$ cat src/rtl/counter_timer_ctrl_pkg.sv
// Shared types and helpers for the interval-timer controller that sequences
// the external 8-bit loadable up-counter.
package counter_timer_ctrl_pkg;

  localparam int WIDTH_C = 8;

  typedef enum logic [1:0] {
    ST_IDLE  = 2'd0,
    ST_RUN   = 2'd1,
    ST_PAUSE = 2'd2
  } state_e;

  localparam logic MODE_ONESHOT = 1'b0;
  localparam logic MODE_RELOAD  = 1'b1;

  // Counting from -P up to all-ones takes exactly P cycles (P=0 gives a full wrap).
  function automatic logic [WIDTH_C-1:0] load_value(input logic [WIDTH_C-1:0] p);
    return {WIDTH_C{1'b0}} - p;
  endfunction

  function automatic logic [WIDTH_C-1:0] sat_inc(input logic [WIDTH_C-1:0] v);
    return (v == {WIDTH_C{1'b1}}) ? v : v + {{(WIDTH_C-1){1'b0}}, 1'b1};
  endfunction

endpackage

$ cat src/rtl/counter_timer_ctrl.sv
// Interval-timer FSM: drives load/data of the free-running counter and turns
// its carry-out into ticks, a sticky irq and a saturating expiry count.
module counter_timer_ctrl
  import counter_timer_ctrl_pkg::*;
#(
  parameter int WIDTH = WIDTH_C
) (
  input  logic             clk,
  input  logic             rst_n,
  input  logic             start,
  input  logic             stop,
  input  logic             pause,
  input  logic             mode,
  input  logic [WIDTH-1:0] period,
  input  logic             irq_ack,
  input  logic [WIDTH-1:0] cnt_out,
  input  logic             cnt_cout,
  output logic             cnt_load,
  output logic [WIDTH-1:0] cnt_data,
  output logic             busy,
  output logic             tick,
  output logic             irq,
  output logic [WIDTH-1:0] tick_cnt
);

  state_e           r_state;
  state_e           w_next;
  logic [WIDTH-1:0] r_period_q;
  logic [WIDTH-1:0] r_tick_cnt;
  logic             r_tick;
  logic             r_irq;
  logic             w_expire;
  logic             w_start_ok;

  // Next-state decode and counter drive; expiry outranks stop and pause in RUN
  always_comb begin
    w_next     = r_state;
    cnt_load   = 1'b1;
    cnt_data   = load_value(period);
    w_expire   = 1'b0;
    w_start_ok = 1'b0;
    case (r_state)
      ST_IDLE: begin
        if (start && !stop) begin
          w_start_ok = 1'b1;
          w_next     = ST_RUN;
        end else begin
          w_next = ST_IDLE;
        end
      end
      ST_RUN: begin
        cnt_load = cnt_cout && (mode == MODE_RELOAD) && !stop;
        cnt_data = load_value(r_period_q);
        if (cnt_cout) begin
          w_expire = 1'b1;
          if ((mode == MODE_RELOAD) && !stop) begin
            w_next = ST_RUN;
          end else begin
            w_next = ST_IDLE;
          end
        end else if (stop) begin
          w_next = ST_IDLE;
        end else if (pause) begin
          w_next = ST_PAUSE;
        end else begin
          w_next = ST_RUN;
        end
      end
      ST_PAUSE: begin
        cnt_data = cnt_out;
        if (stop) begin
          w_next = ST_IDLE;
        end else if (!pause) begin
          w_next = ST_RUN;
        end else begin
          w_next = ST_PAUSE;
        end
      end
      default: begin
        w_next = ST_IDLE;
      end
    endcase
  end

  // State, latched period, tick pulse, expiry count and sticky irq
  always_ff @(posedge clk or negedge rst_n) begin
    if (!rst_n) begin
      r_state    <= ST_IDLE;
      r_period_q <= {WIDTH{1'b0}};
      r_tick_cnt <= {WIDTH{1'b0}};
      r_tick     <= 1'b0;
      r_irq      <= 1'b0;
    end else begin
      r_state <= w_next;
      r_tick  <= w_expire;
      if (w_start_ok) begin
        r_period_q <= period;
        r_tick_cnt <= {WIDTH{1'b0}};
      end else if (w_expire) begin
        r_tick_cnt <= sat_inc(r_tick_cnt);
      end else begin
        r_tick_cnt <= r_tick_cnt;
      end
      // a new expiry beats a simultaneous acknowledge
      if (w_expire) begin
        r_irq <= 1'b1;
      end else if (irq_ack) begin
        r_irq <= 1'b0;
      end else begin
        r_irq <= r_irq;
      end
    end
  end

  assign busy     = (r_state != ST_IDLE);
  assign tick     = r_tick;
  assign irq      = r_irq;
  assign tick_cnt = r_tick_cnt;

endmodule

$ cat config.mk
export PLATFORM = sky130hd
export DESIGN_NAME = counter_timer_ctrl
export DESIGN_NICKNAME = d
export VERILOG_FILES = /design/src/rtl/counter_timer_ctrl_pkg.sv /design/src/rtl/counter_timer_ctrl.sv
export SDC_FILE = /design/constraint.sdc
export NUM_CORES = 1
export LEC_CHECK = 0
export CAP_MARGIN = 20
export CORE_MARGIN = 5
export CORE_UTILIZATION = 45
export CTS_CLUSTER_DIAMETER = 80
export CTS_CLUSTER_SIZE = 8
export DETAILED_ROUTE_END_ITERATION = 10
export PLACE_DENSITY = 0.89
export REMOVE_ABC_BUFFERS = 1
export SYNTH_ARGS = -nofsm -noshare
export SYNTH_HDL_FRONTEND = slang
export SYNTH_SLANG_ARGS = --single-unit
$ cat constraint.sdc
create_clock -name clk -period 2.6 [get_ports clk]
set_input_delay 0.65 -clock clk [delete_from_list [all_inputs] [get_ports clk]]
set_output_delay 0.65 -clock clk [all_outputs]
set_load 0.01 [all_outputs]
**Word level (Yosys, flattened, before mapping)**

Index checks and enable logic that the tools add are counted.

- Bits in registers: 20

- Equal/unequal tests: 4
- Reductions and logical operators: 10
- Muxes and demuxes: 17
- Add/sub/neg operators: 3

Operators by type and width:

| cell | count |
|---|---|
| 8-bit two-way mux | 3 |
| 8-bit one-hot mux with 2 select lines | 1 |
| 1-bit by 8-bit subtractor with 8-bit output (first input constant) | 2 |
| 1-bit two-way mux | 9 |
| 8-bit by 1-bit adder with 8-bit output (second input constant) | 1 |
| 8-bit equality test (second input constant) | 1 |
| 2-bit two-way mux | 3 |
| 2-bit one-hot mux with 3 select lines | 1 |
| 2-bit nonzero test | 3 |
| 1-bit logical AND | 4 |
| 2-bit by 1-bit equality test with 1-bit output (second input constant) | 1 |
| 2-bit equality test (second input constant) | 1 |
| 2-bit zero test | 1 |
| 2-bit != test (second input constant) | 1 |
| 2-bit AND reduction | 1 |
| 1-bit zero test | 1 |

**Logic depth before layout (Yosys ltp)**

- Depth in word-level cells: 6
- Mapped depth: 7
- Mapped depth without buffers: 6

**Worst setup path before layout**

No wires, ideal clock.

- Kind: input to output
- Start point: input port period[6]
- End point: output port cnt_data[7]
- Stages on the path: 4
- Path slack: 0.120 ns
- Arrival: 1.830 ns
- Required time: 1.950 ns
- Cell sequence: or3_1 -> a2111oi_4 -> xor2_1 -> o221ai_1

- Longest elaborated chain between the ends: 2

RTL lines:

| what | line | RTL |
|---|---|---|
| start, declared | counter_timer_ctrl.sv:14 | `input logic [WIDTH-1:0] period,` |
| 1-bit by 8-bit subtractor with 8-bit output | counter_timer_ctrl_pkg.sv:18 | `return {WIDTH_C{1'b0}} - p;` |
| 8-bit one-hot mux with 2 select lines | counter_timer_ctrl.sv:42 | `case (r_state)` |
| end, declared | counter_timer_ctrl.sv:19 | `output logic [WIDTH-1:0] cnt_data,` |

Every way passes these cells.

**Worst setup path in the final report**

- Start point: input port period[5]
- End point: output port cnt_data[7]

The elaborated chain is that of the path after synthesis.

==> impl_metrics.toml <==
[outcome]
status = "finished with violations"
violations = "setup timing"

[placed_design]
routabilityCongestion = 0.786
dpl_cell_area_um2 = 1960
port_buffers = 43
detailedPlace.worstSlack_ns = -0.859
dp_cells = 231
dp_hpwl_um = 2850

[synth]
synth_warnings = 0
ys_ff_latch = 20
synth_area_um2 = 1330
synth.most_common_cell = "dfrtp_1"
avgSynthCellArea_um2 = 9.76
yosysTopAreaCellShare_pct = 37.7
synth_edf_count = 0
synth_common_cells = "dfrtp_1 (20), nor2_1 (19), nand2_1 (13), xor2_1 (10), mux2_2 (8)"
syn_inst = 136
seq_area_frac_synth_pct = 37.7
synthTopCellsByArea = "dfrtp_1 (38%), mux2_2 (6.8%), xor2_1 (6.6%)"
synthArstFlopShare_pct = 100
synth-main-ff-cell = "dfrtp_1"
yosys.area.top_type = "dfrtp_1"
synth_cell_types = 41

[clocking]
clkTransAtPathRegs_ns = 0.12
h-tree-depth = 1
clock_sinks = 20
cts_hold_buffers = 0
clk_latency_ns = 0.30
cts-root-buf = "clkbuf_4"
cts_tree = "built"
clock_path_buffers = 2
cts_buffers = 3

[die]
ios = 44
die_area_um2 = 4140
die_x_um = 64.3
start_util_pct = 47.7
core.rowCount = 19
core_um2 = 2780
fp.dieH_um = 64.3

[drt]
drtAntennaViolNets = 0
wire_per_inst_um = 17.6
vias = 1336
drt-vias-per-instance = 5.50
firstDrtPassIters = 4
wl_um = 4270
remaining_drc_errors = 0
drtIter0Drc = 74

[critical_path]
end_kind = "output pin"
crit_end = "cnt_data[7]"
crit_arrival_ns = 2.20
r2r-end = "r_period_q[3]"
crit_fanout = 2
worstPathRequired_ns = 1.95
r2r_cells = 6
path_cells = "dlygate4sd2_1, or3_4, a2111oi_4, xor2_1, o221ai_1, buf_2"
reg2reg_setup_slack_ns = 0.49
worstReg2RegStart = "r_state[1]"
crit_path_max_incr_delay_ns = 0.41
cp-start-kind = "primary input"
cp-startpoint = "period[5]"
cpMaxStageDelayCell = "or3_4"
criticalPathCategory = "in -> out"

[grt]
grt_pass1_wl_um = 6330
grt_pass1_vias = 1437
grt_overflow = 0
antenna_found_initial = 0
grt_max_degree = 21
track_usage_pct = 18.8

[timing]
timing.hold.ws_ns = 0.502
rsz0062_at_grt = "true"
maxSlewHeadroom_pct = 64.3
skew_ns = 0.00310
max_freq_ghz = 0.350
tightestPinTransition_ns = 0.534
finalHoldViolCount = 0
post-route-period-util_pct = 110
fin_ws_ns = -0.255
finalCriticalPeriod_ns = 2.85
finalMaxSlewViolations = 0
setup_viol = 6

[pwr]
combPwrFrac_pct = 41.5
powerDensity_nw_per_um2 = 517
switchingPower_w = 0.000340
finalPower_w = 0.00110
pwr-share-seq_pct = 35.3
p_int_w = 0.000764
swShare_pct = 30.8
power.leakage_nw = 0.951
max-vdd-ir-drop_mv = 0.553
clockPowerShare_pct = 23.2

[cells_and_area]
area_delta_synth_final_pct = 60.9
drive_gt1_share_pct = 33.5
stdcell_count = 243
fin_nets = 238
final_cell_area_um2 = 2140
n_antenna_cell = 0

[hold_path]
hold_class = "reg -> reg"

[job]
maxCapViolCount = 0
[layout make-up]
cell class	instances	area (um2)
inverter	3	11.3
fill	192	646
timing repair buffer	77	679
clock inverter	1	30.0
tap	31	38.8
clock buffer	3	22.5
sequential	20	502
multi-input combinational	108	852
[sequential cells by signal, summed over array words and instances, names as in the netlist]
register / cells
r_period_q: 8
r_state: 2
tick: 1
tick_cnt: 8
irq: 1
[cells by family (layout without fill, tap and decap cells)]
kind of cell	count (synthesis)	in the layout	share of synthesized area [%]
AO/OA/AOI/OAI	22	22	12.3
XOR/XNOR	16	16	10.6
flip-flops	20	20	37.7
AND/OR/NAND/NOR	54	54	22.2
multiplexers	15	15	13.2
buffers and inverters	8	84	3.20
adder cells (fa/ha/maj)	1	1	0.942
[power groups by stage]
stage	clock (W)	combinational (W)	sequential, W
final	0.000257	0.000458	0.000390
after CTS	0.000257	0.000427	0.000386
after global routing	0.000281	0.000493	0.000394
after detailed placement	0	0.000422	0.000390
after floorplan	0	0.000180	0.000400
after global placement	0	0.000407	0.000387
[cells in the final DEF, fill, tap and decap left out, types with 3 or more instances in the layout]
cell type,synthesis,layout
nor2_1,19,16
xnor2_1,6,6
a21oi_1,6,6
buf_2,1,6
buf_6,1,8
clkbuf_4,0,3
xor2_1,10,10
o221ai_1,3,3
mux2_2,8,7
dlygate4sd2_1,0,7
o21ai_0,3,3
buf_4,1,26
clkdlybuf4s50_1,0,28
dfrtp_1,20,19
nand2_1,13,13
[worst min path at each step]
stage               startpoint  endpoint  slack, ns  depth (start not counted)
finish                     irq       irq       0.50                          1
global route               irq       irq       0.53                          1
CTS                        irq       irq       0.51                          1
detailed placement         irq       irq       0.48                          1
global placement           irq       irq       0.47                          1
floorplan                rst_n       irq       0.35                          0
[stage by stage]
step	setup TNS, ns	util [%]
3_3_place_gp	-4.33	70.5
6_report	-0.982	76.8
2_1_floorplan	0	-
5_1_grt	-1.78	76.8
3_5_place_dp	-4.63	70.5
4_1_cts	-0.467	74.0
[timing repair]
action / in CTS / in global routing
gates resized for setup: 46 / 14
pin swaps: 11 / 7
buffers inserted: 3 / 6
endpoints found under the setup margin: 8 / 7
[worst max-delay path: cells and delay by family]
| family | cells | cell delay [ns] |
|---|---|---|
| xor gates and xnor gates | 1 | 0.19 |
| buffers and inverters | 2 | 0.42 |
| AOI/OAI and AO/OA | 2 | 0.53 |
| and+or+nand+nor | 1 | 0.41 |
[layer usage]
layer	global-route usage (%)	wire, um	up-vias
met5	0	0	-
met4	8.14	125	0
met3	3.15	180	16
met2	35.1	2270	50
met1	20.5	1690	645
li1	-	-	625
Power figures use the tool's default switching activity.
